## src/rtl/qr_pkg.sv

```systemverilog
// Shared constants and FSM state type for the 3x3 QR recomposition datapath.
package qr_pkg;
  localparam int unsigned DATA_WIDTH = 16;
  localparam int unsigned FRAC_BITS  = 8;
  localparam int unsigned N          = 3;
  localparam int unsigned Q_WORDS    = N * N;
  localparam int unsigned R_WORDS    = N * (N + 1) / 2;

  typedef enum logic [2:0] {
    IDLE,
    LOAD_Q,
    LOAD_R,
    MAC,
    EMIT,
    DONE
  } state_t;
endpackage

```

## src/rtl/qr_mac.sv

```systemverilog
// Signed multiply-accumulate with clear, plus floor-shift and saturation of the running sum.
module qr_mac #(
  parameter int unsigned DATA_WIDTH = qr_pkg::DATA_WIDTH,
  parameter int unsigned FRAC_BITS  = qr_pkg::FRAC_BITS
) (
  input  logic                         clk,
  input  logic                         reset,
  input  logic                         en,
  input  logic                         clr,
  input  logic signed [DATA_WIDTH-1:0] a,
  input  logic signed [DATA_WIDTH-1:0] b,
  output logic signed [DATA_WIDTH-1:0] sat_c
);
  localparam int unsigned PROD_W = 2 * DATA_WIDTH;
  localparam int unsigned ACC_W  = PROD_W + 2;
  localparam int unsigned PAD_W  = ACC_W - DATA_WIDTH + 1;
  localparam logic signed [ACC_W-1:0] SAT_HI = {{PAD_W{1'b0}}, {(DATA_WIDTH-1){1'b1}}};
  localparam logic signed [ACC_W-1:0] SAT_LO = {{PAD_W{1'b1}}, {(DATA_WIDTH-1){1'b0}}};

  logic signed [PROD_W-1:0] prod_c;
  logic signed [ACC_W-1:0]  acc;
  logic signed [ACC_W-1:0]  base_c;
  logic signed [ACC_W-1:0]  sum_c;
  logic signed [ACC_W-1:0]  shifted_c;

  // Full-precision product; clr restarts the sum with this cycle's term.
  assign prod_c    = PROD_W'(a) * PROD_W'(b);
  assign base_c    = clr ? '0 : acc;
  assign sum_c     = base_c + ACC_W'(prod_c);
  assign shifted_c = sum_c >>> FRAC_BITS;

  always_comb begin
    sat_c = shifted_c[DATA_WIDTH-1:0];
    if (shifted_c > SAT_HI) begin
      sat_c = {1'b0, {(DATA_WIDTH-1){1'b1}}};
    end else if (shifted_c < SAT_LO) begin
      sat_c = {1'b1, {(DATA_WIDTH-1){1'b0}}};
    end
  end

  always_ff @(posedge clk) begin
    if (reset) begin
      acc <= '0;
    end else if (en) begin
      acc <= sum_c;
    end
  end
endmodule

```

## src/rtl/qr_recompose.sv

```systemverilog
// Streams in Q (row-major) and the upper triangle of R, then emits A = Q*R row-major.
module qr_recompose
  import qr_pkg::state_t, qr_pkg::IDLE, qr_pkg::LOAD_Q, qr_pkg::LOAD_R,
         qr_pkg::MAC, qr_pkg::EMIT, qr_pkg::DONE, qr_pkg::N,
         qr_pkg::Q_WORDS, qr_pkg::R_WORDS;
#(
  parameter int unsigned DATA_WIDTH = qr_pkg::DATA_WIDTH,
  parameter int unsigned FRAC_BITS  = qr_pkg::FRAC_BITS
) (
  input  logic                  clk,
  input  logic                  reset,
  input  logic                  start,
  input  logic                  in_valid,
  input  logic [DATA_WIDTH-1:0] in_data,
  output logic                  busy,
  output logic                  out_valid,
  output logic [DATA_WIDTH-1:0] out_data,
  output logic                  done
);
  state_t state;
  state_t next_state;

  logic [3:0] load_cnt;
  logic [1:0] row;
  logic [1:0] col;
  logic [1:0] kk;

  logic signed [DATA_WIDTH-1:0] q_mem [Q_WORDS];
  logic signed [DATA_WIDTH-1:0] r_mem [R_WORDS];

  logic signed [DATA_WIDTH-1:0] q_op_c;
  logic signed [DATA_WIDTH-1:0] r_op_c;
  logic signed [DATA_WIDTH-1:0] sat_c;
  logic [2:0] r_idx_c;
  logic mac_en_c;
  logic mac_clr_c;
  logic last_k_c;
  logic last_col_c;
  logic last_elem_c;
  logic load_q_c;
  logic load_r_c;

  assign last_k_c    = (kk == 2'(N - 1));
  assign last_col_c  = (col == 2'(N - 1));
  assign last_elem_c = last_col_c && (row == 2'(N - 1));
  assign load_q_c    = (state == LOAD_Q) && in_valid;
  assign load_r_c    = (state == LOAD_R) && in_valid;

  // Packed upper-triangle offset of r(kk, col); below-diagonal terms read as zero.
  always_comb begin
    case (kk)
      2'd1:    r_idx_c = 3'(col) + 3'd2;
      2'd2:    r_idx_c = 3'(col) + 3'd3;
      default: r_idx_c = 3'(col);
    endcase
    q_op_c = q_mem[4'(row) * 4'(N) + 4'(kk)];
    r_op_c = '0;
    if (kk <= col) begin
      r_op_c = r_mem[r_idx_c];
    end
  end

  always_ff @(posedge clk) begin
    if (reset) begin
      state <= IDLE;
    end else begin
      state <= next_state;
    end
  end

  always_comb begin
    next_state = state;
    mac_en_c   = 1'b0;
    mac_clr_c  = 1'b0;
    case (state)
      IDLE:   if (start) next_state = LOAD_Q;
      LOAD_Q: if (in_valid && load_cnt == 4'(Q_WORDS - 1)) next_state = LOAD_R;
      LOAD_R: if (in_valid && load_cnt == 4'(R_WORDS - 1)) next_state = MAC;
      MAC: begin
        mac_en_c  = 1'b1;
        mac_clr_c = (kk == 2'd0);
        if (last_k_c) next_state = EMIT;
      end
      EMIT:    next_state = last_elem_c ? DONE : MAC;
      default: next_state = IDLE;
    endcase
  end

  // Operand storage is write-only during loads and needs no reset.
  always_ff @(posedge clk) begin
    if (load_q_c) q_mem[load_cnt] <= in_data;
    if (load_r_c) r_mem[load_cnt[2:0]] <= in_data;
  end

  always_ff @(posedge clk) begin
    if (reset) begin
      load_cnt  <= '0;
      row       <= '0;
      col       <= '0;
      kk        <= '0;
      busy      <= 1'b0;
      out_valid <= 1'b0;
      done      <= 1'b0;
      out_data  <= '0;
    end else begin
      busy      <= (next_state != IDLE);
      out_valid <= (next_state == EMIT);
      done      <= (next_state == DONE);
      if (state == MAC && last_k_c) out_data <= sat_c;
      case (state)
        LOAD_Q: if (in_valid) load_cnt <= (load_cnt == 4'(Q_WORDS - 1)) ? '0 : load_cnt + 4'd1;
        LOAD_R: if (in_valid) load_cnt <= (load_cnt == 4'(R_WORDS - 1)) ? '0 : load_cnt + 4'd1;
        MAC:    kk <= last_k_c ? '0 : kk + 2'd1;
        EMIT: begin
          if (last_col_c) begin
            col <= '0;
            row <= last_elem_c ? '0 : row + 2'd1;
          end else begin
            col <= col + 2'd1;
          end
        end
        default: begin
          load_cnt <= '0;
          row      <= '0;
          col      <= '0;
          kk       <= '0;
        end
      endcase
    end
  end

  qr_mac #(
    .DATA_WIDTH(DATA_WIDTH),
    .FRAC_BITS (FRAC_BITS)
  ) u_mac (
    .clk  (clk),
    .reset(reset),
    .en   (mac_en_c),
    .clr  (mac_clr_c),
    .a    (q_op_c),
    .b    (r_op_c),
    .sat_c(sat_c)
  );
endmodule

```

## config.mk

```make
export PLATFORM = sky130hd
export DESIGN_NAME = qr_recompose
export DESIGN_NICKNAME = d
export VERILOG_FILES = /design/src/rtl/qr_pkg.sv /design/src/rtl/qr_mac.sv /design/src/rtl/qr_recompose.sv
export SDC_FILE = /design/constraint.sdc
export NUM_CORES = 1
export LEC_CHECK = 0
export BUFFER_PORTS_ARGS = -buffer_cell sky130_fd_sc_hd__buf_2
export CAP_MARGIN = 5
export CELL_PAD_IN_SITES_DETAIL_PLACEMENT = 0
export CELL_PAD_IN_SITES_GLOBAL_PLACEMENT = 2
export CORE_UTILIZATION = 45
export DETAILED_ROUTE_END_ITERATION = 16
export HOLD_SLACK_MARGIN = 0.08
export PLACE_DENSITY_LB_ADDON = 0.1
export SLEW_MARGIN = 20
export SYNTH_ARGS = -nofsm -noshare
export SYNTH_HDL_FRONTEND = slang
export SYNTH_HIERARCHICAL = 1
export SYNTH_SLANG_ARGS = --single-unit
```

## constraint.sdc

```tcl
create_clock -name clk -period 10.5 [get_ports clk]
set_clock_uncertainty 0.15 [all_clocks]
set_input_delay 0.525 -clock clk [delete_from_list [all_inputs] [get_ports clk]]
set_output_delay 0.525 -clock clk [all_outputs]
set_load 0.02 [all_outputs]
```

# Word-level counts from Yosys, hierarchy flattened
# Memory sizes are Yosys's and may differ from the RTL's.
# Index checks and enable logic that the tools add are counted.
# totals
reg_bits	66
ram_bits	240
in_bits	20
output_inout_bits	19
wordCells	85
mem_count	2
# mem_list
memory	words	word_bits	read_ports	rd_clocked_by_memory_dff	write_ports	line_no	source
q_mem	9	16	1	0	1	qr_recompose.sv:28	logic signed [DATA_WIDTH-1:0] q_mem [Q_WORDS];
r_mem	6	16	1	0	1	qr_recompose.sv:29	logic signed [DATA_WIDTH-1:0] r_mem [R_WORDS];
# op_classes
n_addsub	8
mul	2
order_cmp	3
eq_ne	15
n_mux	29
bitwise	2
n_reduce_logical	14
# ops
operator	count
16-bit two-way mux	3
34-bit by 32-bit adder with 34-bit output	1
34-bit two-way mux	1
16-bit by 16-bit multiplier with 32-bit output	1
26-bit by 16-bit > comparator with 1-bit output (second input constant)	1
26-bit by 16-bit < comparator with 1-bit output (second input constant)	1
4-bit two-way mux	4
3-bit two-way mux	5
3-bit case mux with 5 select lines	1
2-bit case mux with 2 select lines	3
4-bit case mux with 3 select lines	1
3-bit equality test (second input constant)	3
2-bit two-way mux	4
2-bit by 1-bit adder with 2-bit output (second input constant)	3
2-bit by 2-bit adder with 3-bit output (second input constant)	2
2-bit equality test (second input constant)	3
3-bit by 2-bit equality test with 1-bit output (second input constant)	2
1-bit logical AND	6
1-bit two-way mux	6
2-bit != test (second input constant)	3
3-bit case mux with 2 select lines	1
3-bit OR reduction	2
4-bit by 1-bit adder with 4-bit output (second input constant)	1
4-bit by 2-bit adder with 4-bit output	1
other kinds (13)	14

# Depth between registers and ports, before layout
# Gate-level depths: netlist of run 1.
# An unclocked memory read counts as a cell.
# logic_depth
ltp_word	9
depth_mapped	38
ltp_nobuf	32

# By module
# The synthesis of run 1 kept the hierarchy.
# modules_own_cells
mod	instances	cells_per_inst	area_per_inst_um2	seq_area_each_um2
qr_mac	1	1460	13090.1	680.7
qr_recompose	1	724	11468.5	7847.5

# Worst setup path after synthesis of run 1
# OpenSTA, ideal clock, no wires.
# synth_timing
kind	register -> register
startpoint	reg row[0]
endpoint	reg out_data[14]
setup_time_ns	0.132
arrival_time_ns	8.889
t_required_ns	10.218
setup_slack_ns	1.329
stages_incl_launch_ff	35
n_path_buf	4
period_less_slack_ns	9.171
cell_sequence	dfxtp_1 fa_1 ha_1 inv_1 fa_1 buf_1 mux2i_1 a21oi_1 clkbuf_1 nand2_1 inv_1 fa_1 fa_1 inv_1 fa_1 inv_1 fa_1 fa_1 inv_1 fa_1 inv_1 ha_1 buf_4 a21oi_2 o21ai_2 a2111oi_4 a211oi_1 a311oi_2 nor4b_1 a311o_1 o41ai_4 buf_4 o21ai_1 nand2_1 a21oi_1
# synth_via
elab_chain_len	8
elab_cells_between_ends	9
cone_classes	add/sub: 2; mul: 2; order compare: 2; mux: 2; memory: 1
# synth_lines
item	line_no	source
from (decl)	qr_recompose.sv:24	logic [1:0] row;
from (signal assigned)	qr_recompose.sv:117	row <= last_elem_c ? '0 : row + 2'd1;
2-bit by 2-bit multiplier with 4-bit output (*)	qr_recompose.sv:56	q_op_c = q_mem[4'(row) * 4'(N) + 4'(kk)];
4-bit by 2-bit adder with 4-bit output (*)	qr_recompose.sv:56	
memory 9 x 16 bit (*)	-	
named net q_op_c[15]	qr_recompose.sv:31	logic signed [DATA_WIDTH-1:0] q_op_c;
16-bit by 16-bit multiplier with 32-bit output (*)	qr_mac.sv:27	assign prod_c = PROD_W'(a) * PROD_W'(b);
34-bit by 32-bit adder with 34-bit output (*)	qr_mac.sv:29	assign sum_c = base_c + ACC_W'(prod_c);
26-bit by 16-bit < comparator with 1-bit output	qr_mac.sv:36	end else if (shifted_c < SAT_LO) begin
16-bit two-way mux	qr_mac.sv:36	
16-bit two-way mux (*)	qr_mac.sv:34	if (shifted_c > SAT_HI) begin
named net sat_c[14]	qr_recompose.sv:33	logic signed [DATA_WIDTH-1:0] sat_c;
to (signal assigned)	qr_recompose.sv:109	if (state == MAC && last_k_c) out_data <= sat_c;
to (decl)	qr_recompose.sv:17	output logic [DATA_WIDTH-1:0] out_data,
# The timed path passes the listed nets; every way through them passes the cells marked *.
# A chain may end at the register's enable or synchronous reset.

# Worst setup path after layout of run 1
# layout_timing
startpoint	reg kk[1]
endpoint	reg out_data[2]
# layout_via
elab_cells_between_ends	18
cone_classes	add/sub: 2; mul: 1; order compare: 3; eq/ne: 2; mux: 6; reduce/logical: 2; memory: 2
# layout_lines
item	line_no	source
from (decl)	qr_recompose.sv:26	logic [1:0] kk;
from (signal assigned)	qr_recompose.sv:113	MAC: kk <= last_k_c ? '0 : kk + 2'd1;
4-bit by 2-bit adder with 4-bit output (*)	qr_recompose.sv:56	
memory 9 x 16 bit (*)	-	
named net q_op_c[12]	qr_recompose.sv:31	
16-bit by 16-bit multiplier with 32-bit output (*)	qr_mac.sv:27	
34-bit by 32-bit adder with 34-bit output (*)	qr_mac.sv:29	
26-bit by 16-bit < comparator with 1-bit output	qr_mac.sv:36	
16-bit two-way mux	qr_mac.sv:36	
16-bit two-way mux (*)	qr_mac.sv:34	
named net sat_c[2]	qr_recompose.sv:33	
# Marked as above.

==> results_dict.tcl, run 1 <==
set metrics [dict create \
    cts.sink_count 306 \
    r2r_cells 31 \
    synth_common_cells "inv_1 (378), fa_1 (307), edfxtp_1 (240)" \
    fill_cells 4900 \
    synth_nets 2628 \
    overflow 0 \
    clock_latency_ps 570 \
    required_ps 10740 \
    relSlewSlack_pct 29.4 \
    drtIter0Drc 819 \
    totalWireLength_mm 65.2 \
    worst_pin_slew_ps 1060 \
    synth_area_per_cell_um2 11.2 \
    cp_max_fo 16 \
    ys.flop_type "edfxtp_1" \
    dp_cells 2884 \
    rows 85 \
    cts_tree "yes" \
    synth.most_common_cell "inv_1" \
    cp-start-kind "flop" \
    worstHoldPathType "in2reg" \
    ctsHtreeMaxLevel 2 \
    synth.yosys.seq_area_share_pct 34.7 \
    final_cells 2949 \
    drive_gt1_share_pct 11.1 \
    layout_worst_path_cycle_share_pct 93.5 \
    synth.area.top_cells "edfxtp_1 (29%), fa_1 (25%), ha_1 (6.0%)" \
    design.core.area_mm2 0.0539 \
    place_congestion 0.841 \
    dpl.hpwl_mm 49.8 \
    drtPass1Iterations 5 \
    yosysTopAreaCellShare_pct 29.3 \
    timing.hold.ws_ps 148 \
    dr_total_vias 15826 \
    portBuffers 38 \
    dp_slack_ps 490 \
    hold_viol 0 \
    fmax_mhz 102 \
    crit_buf_inv 7 \
    criticalPathCategory "reg2reg" \
    drc 0 \
    cap_violations 0 \
    avgRoutedWirePerCell_um 22.1 \
    netlist_instances 2184 \
    reg2reg_from "kk[1]$_SDFFE_PP0N_" \
    crit_family "adder cells" \
    die_h_um 236 \
    cp-end-kind "flop" \
    slowest_stage "ha_1" \
    p_leak_nw 11.4 \
    final_util_pct 50.0 \
    cts_made_buffers 36 \
    vias_per_cell 5.37 \
    die_area_mm2 0.0555 \
    synth_area_mm2 0.0246 \
    antenna_found_initial 1 \
    synth_edf_count 240 \
    final_nets 2671 \
    clk_pin_slew_ps 60 \
    cpMostUsedCell "fa_1" \
    place_area_mm2 0.0257 \
    synth_seq_cells 306 \
    grt_max_degree 60 \
    path_depth 31 \
    setup_ws_ps 687 \
    p_total_mw 5.93 \
    setup_viol 0 \
    rsz0062_at_grt "no" \
    cts_root_buf "clkbuf_16" \
    initial_core_util_pct 45.5 \
    slowest_delay_ps 650 \
    grt_usage_pct 24.4 \
    die_w_um 236 \
    final_area_mm2 0.0269 \
    tns_ps 0 \
    grt_pass1_wl_mm 102 \
    ant_nets 0 \
    ios 39 \
    n_antenna_cell 0 \
    worstSetupEndpoint "out_data[2]$_SDFFE_PP0P_" \
    async_reset_ff_share_pct 0 \
    grt_pass1_vias 17266 \
    irDropWorstVdd_v 0.000296 \
    ys_warn_count 6 \
    r2r_slack_ps 690 \
    min_period_ps 9810 \
    power.density_mw_per_mm2 220 \
    r2r-end "out_data[2]$_SDFFE_PP0P_" \
    drv_slew 0 \
    synthToLayoutAreaGrowth_pct 9.69 \
    crit_arrival_ps 10060 \
    status "finished clean" \
    synth_top_cell_by_area "edfxtp_1" \
    startpoint "kk[1]$_SDFFE_PP0N_" \
    ys_types 82 \
    clockBufferDepth 3 \
]
report_power, final:
part	switching, mW	internal (mW)
Combinational	2.14	1.20
Sequential	0.00375	1.31
Clock	0.527	0.752
Total	2.67	3.27
repair_timing:
item | in CTS | in global routing
buffers inserted | 0 | 1
setup endpoints to repair | 0 | 15
gates resized for setup | 0 | 2
hold buffers | 0 | 0
sequential cells by signal, indices dropped and copies added (netlist names), 2 cells and up:
signal / flops
r_mem: 96
load_cnt: 4
out_data: 16
state: 3
u_mac/acc: 34
kk: 2
q_mem: 144
col: 2
row: 2
layout make-up:
| class | count | area (µm²) | area share (%) |
|---|---|---|---|
| Timing Repair Buffer | 99 | 673 | 2.50 |
| Inverter | 384 | 1440 | 5.35 |
| Clock inverter | 22 | 284 | 1.05 |
| Tap cell | 696 | 871 | 3.23 |
| Clock buffer | 42 | 943 | 3.50 |
| Sequential cell | 306 | 8530 | 31.7 |
| Multi-Input combinational cell | 1400 | 14200 | 52.7 |
cell usage in the layout (no fill, tap or decap), drive strengths merged, types with 17 or more instances in the layout:
| cell | n |
|---|---|
| fa | 307 |
| o221ai | 17 |
| nand2 | 202 |
| o21ai | 49 |
| mux4 | 32 |
| nor2 | 114 |
| inv | 382 |
| edfxtp | 240 |
| clkinv | 19 |
| buf | 99 |
| dfxtp | 66 |
| a21o | 25 |
| clkbuf | 42 |
| a21oi | 91 |
| mux2i | 47 |
| nor2b | 33 |
| ha | 117 |
| xnor2 | 26 |
| and2 | 133 |
| a211oi | 25 |
metal layers:
metal	track usage, %	part of all wire (%)	vias to the layer above
met1	31.4	43	8190
met5	0	0	-
li1	-	-	7253
met3	3.22	3.6	93
met4	7.90	3.1	0
met2	42.7	50	290
how the worst min path moves through the flow:
stage,startpoint,end,slack [ps],depth (start not counted)
global route,start,state[0]$_SDFF_PP0_,140,3
detailed placement,out_data[6]$_SDFFE_PP0P_,out_data[6]$_SDFFE_PP0P_,300,2
global placement,out_data[15]$_SDFFE_PP0P_,out_data[15]$_SDFFE_PP0P_,290,2
CTS,start,state[0]$_SDFF_PP0_,120,3
finish,start,state[0]$_SDFF_PP0_,150,3
floorplan,u_mac/acc[23]$_SDFFE_PP0P_,u_mac/acc[23]$_SDFFE_PP0P_,300,2
logic make-up after synthesis:
family,count (synthesis),synth area share (%)
AND/OR/NAND/NOR,565,11.3
buffers and inverters,478,7.70
adder cells (fa/ha/maj),425,31.0
flip-flops,306,34.7
AO/OA/AOI/OAI,284,8.62
multiplexers,84,5.08
XOR/XNOR,42,1.50
tightest hold or removal path: cells and delay by family:
family | cells | cell delay (ps)
compound gates | 2 | 230
buf+inv | 1 | 70
(Power assumes the default switching activity.)
==> run 2, diff against run 1 <==
SETUP_SLACK_MARGIN = 0.3   (was not set)
SYNTH_HIERARCHICAL = not set   (was 1)
==> results_dict.tcl, run 2 <==
set metrics [dict create \
    status "finished clean" \
    tns_ps 0 \
    rsz0062_at_grt "no" \
    cts_made_buffers 36 \
    drtPass1Iterations 5 \
    dp_cells 2811 \
    synth_edf_count 240 \
    drive_gt1_share_pct 12.3 \
    synth.area.top_cells "edfxtp_1 (30%), fa_1 (26%), ha_1 (6.2%)" \
    grt_max_degree 61 \
    cts.sink_count 306 \
    grt_usage_pct 23.4 \
    drv_slew 0 \
    irDropWorstVdd_v 0.000296 \
    initial_core_util_pct 45.5 \
    avgRoutedWirePerCell_um 20.5 \
    ios 39 \
    synth.most_common_cell "inv_1" \
    synthToLayoutAreaGrowth_pct 10.4 \
    p_total_mw 6.77 \
    cp-start-kind "flop" \
    clock_latency_ps 570 \
    netlist_instances 2103 \
    clk_pin_slew_ps 60 \
    fmax_mhz 104 \
    regMostFlops "q_mem" \
    dpl.hpwl_mm 45.1 \
    drc 0 \
    synth_nets 2548 \
    die_w_um 232 \
    final_area_mm2 0.0263 \
    totalWireLength_mm 59.0 \
    hold_viol 0 \
    rows 84 \
    swShare_pct 47.0 \
    fill_cells 4741 \
    largest_reg_flops 144 \
    antenna_found_initial 0 \
    clockBufferDepth 3 \
    ys_types 78 \
    slowest_stage "fa_1" \
    ys_warn_count 0 \
    slowest_delay_ps 550 \
    final_util_pct 50.2 \
    ant_nets 0 \
    overflow 0 \
    worstHoldPathType "in2reg" \
    ctsHtreeMaxLevel 2 \
    portBuffers 38 \
    design.core.area_mm2 0.0524 \
    synth_top_cell_by_area "edfxtp_1" \
    cp-end-kind "flop" \
    final_cell_mix "inv_1 (371), fa_1 (306), edfxtp_1 (240), nor2_1 (232), nand2_1 (177)" \
    comb_power_share_pct 62.8 \
    power.density_mw_per_mm2 257 \
    cts_root_buf "clkbuf_16" \
    synth_area_mm2 0.0238 \
    async_reset_ff_share_pct 0 \
    setup_viol 0 \
    final_nets 2607 \
    worst_pin_slew_ps 1120 \
    n_antenna_cell 0 \
    p_int_mw 3.59 \
    power_switching_mw 3.18 \
    vias_per_cell 5.26 \
    drtIter0Drc 922 \
    relSlewSlack_pct 25.1 \
    p_leak_nw 11.2 \
    synth_common_cells "inv_1 (371), fa_1 (307), edfxtp_1 (240)" \
    cap_violations 0 \
    synth_area_per_cell_um2 11.3 \
    criticalPathCategory "reg2reg" \
    clockPowerShare_pct 17.8 \
    cp_max_fo 32 \
    min_period_ps 9640 \
    yosysTopAreaCellShare_pct 30.2 \
    synth.yosys.seq_area_share_pct 35.8 \
    die_area_mm2 0.0539 \
    cpMostUsedCell "fa_1" \
    place_congestion 0.837 \
    place_area_mm2 0.0252 \
    grt_pass1_wl_mm 94.8 \
    layout_worst_path_cycle_share_pct 91.8 \
    cts_tree "yes" \
    final_cells 2876 \
    synth_seq_cells 306 \
    die_h_um 232 \
    dr_total_vias 15117 \
    ys.flop_type "edfxtp_1" \
    grt_pass1_vias 16687 \
    required_ps 10830 \
    sequentialPowerShare_pct 19.4 \
    crit_arrival_ps 9970 \
    final_common_cell "inv_1" \
]
-- run 2: cell types whose count changed in the layout (fill, tap and decap cells not counted), sizes merged, moves of 16 or more --
cell     change
o21ai       -26
and2        -83
o2bb2ai     -16
o221ai      -16
nor2       +118
-- run 2: cell families after synthesis --
logic type               synth area share, %
AND/OR/NAND/NOR                         10.9
buffers and inverters                   7.15
adder cells (fa/ha/maj)                 32.0
flip-flops                              35.8
AO/OA/AOI/OAI                           6.90
multiplexers                            5.83
XOR/XNOR                                1.48
-- run 2: power by group through the flow --
stage	clock, mW	combinational, mW	sequential [mW]
after global placement	0	4.24	1.34
after CTS	1.24	4.26	1.32
final	1.20	4.25	1.32
after global routing	1.28	4.77	1.32
after detailed placement	0	4.23	1.34
after floorplan	0	3.15	1.34
-- run 2: stage by stage --
step / hold WS, ps / setup WS, ps
global placement: 287 / 646
detailed placement: 293 / 566
finish: 198 / 861
floorplan: 277 / 1240
global route: 187 / 359
CTS: 173 / 526
-- run 2: final cells by class --
type / instances / area, µm² / area share (%)
Clock buffer: 49 / 961 / 3.65
Tap cell: 688 / 861 / 3.27
Inverter: 371 / 1390 / 5.29
Sequential cell: 306 / 8530 / 32.4
Multi-Input combinational cell: 1349 / 13700 / 52.2
Clock inverter: 15 / 163 / 0.618
Timing Repair Buffer: 98 / 691 / 2.62
-- run 2: repair_timing --
| item | 4_1_cts | 5_1_grt |
|---|---|---|
| hold buffers | 0 | 0 |
| endpoints found under the hold margin | 0 | 0 |
| resized for setup | 0 | 6 |
| buffers inserted | 0 | 1 |
| endpoints found under the setup margin | 0 | 15 |
-- run 2: final timing paths --
kind                             start                        end  cells past startpoint  slack [ps]
min reg2reg  u_mac.acc[8]$_SDFFE_PP0P_  u_mac.acc[8]$_SDFFE_PP0P_                      2         300
min                        in_data[15]     q_mem[8][15]$_DFFE_PP_                      1         200
max                 kk[1]$_SDFFE_PP0N_  out_data[10]$_SDFFE_PP0P_                     32         860
max reg2reg         kk[1]$_SDFFE_PP0N_  out_data[10]$_SDFFE_PP0P_                     32         860
-- run 2: metal layers --
metal  vias to the layer above  GRT usage [%]  part of all wire, %
met5                         -              0                    0
met4                         0           4.98                  1.8
met3                        54           2.76                  3.5
met2                       250           40.2                   49
met1                      7840           31.9                   45
li1                       6973              -                    -
-- run 2: critical path: cells and delay by family, from the launching register on --
kind | cells | cell delay (ps)
muxes | 2 | 800
and+or+nand+nor | 3 | 430
adders and majority gates | 9 | 4230
buffers and inverters | 9 | 1070
AOI/OAI and AO/OA | 9 | 2420
DFF | 1 | 400
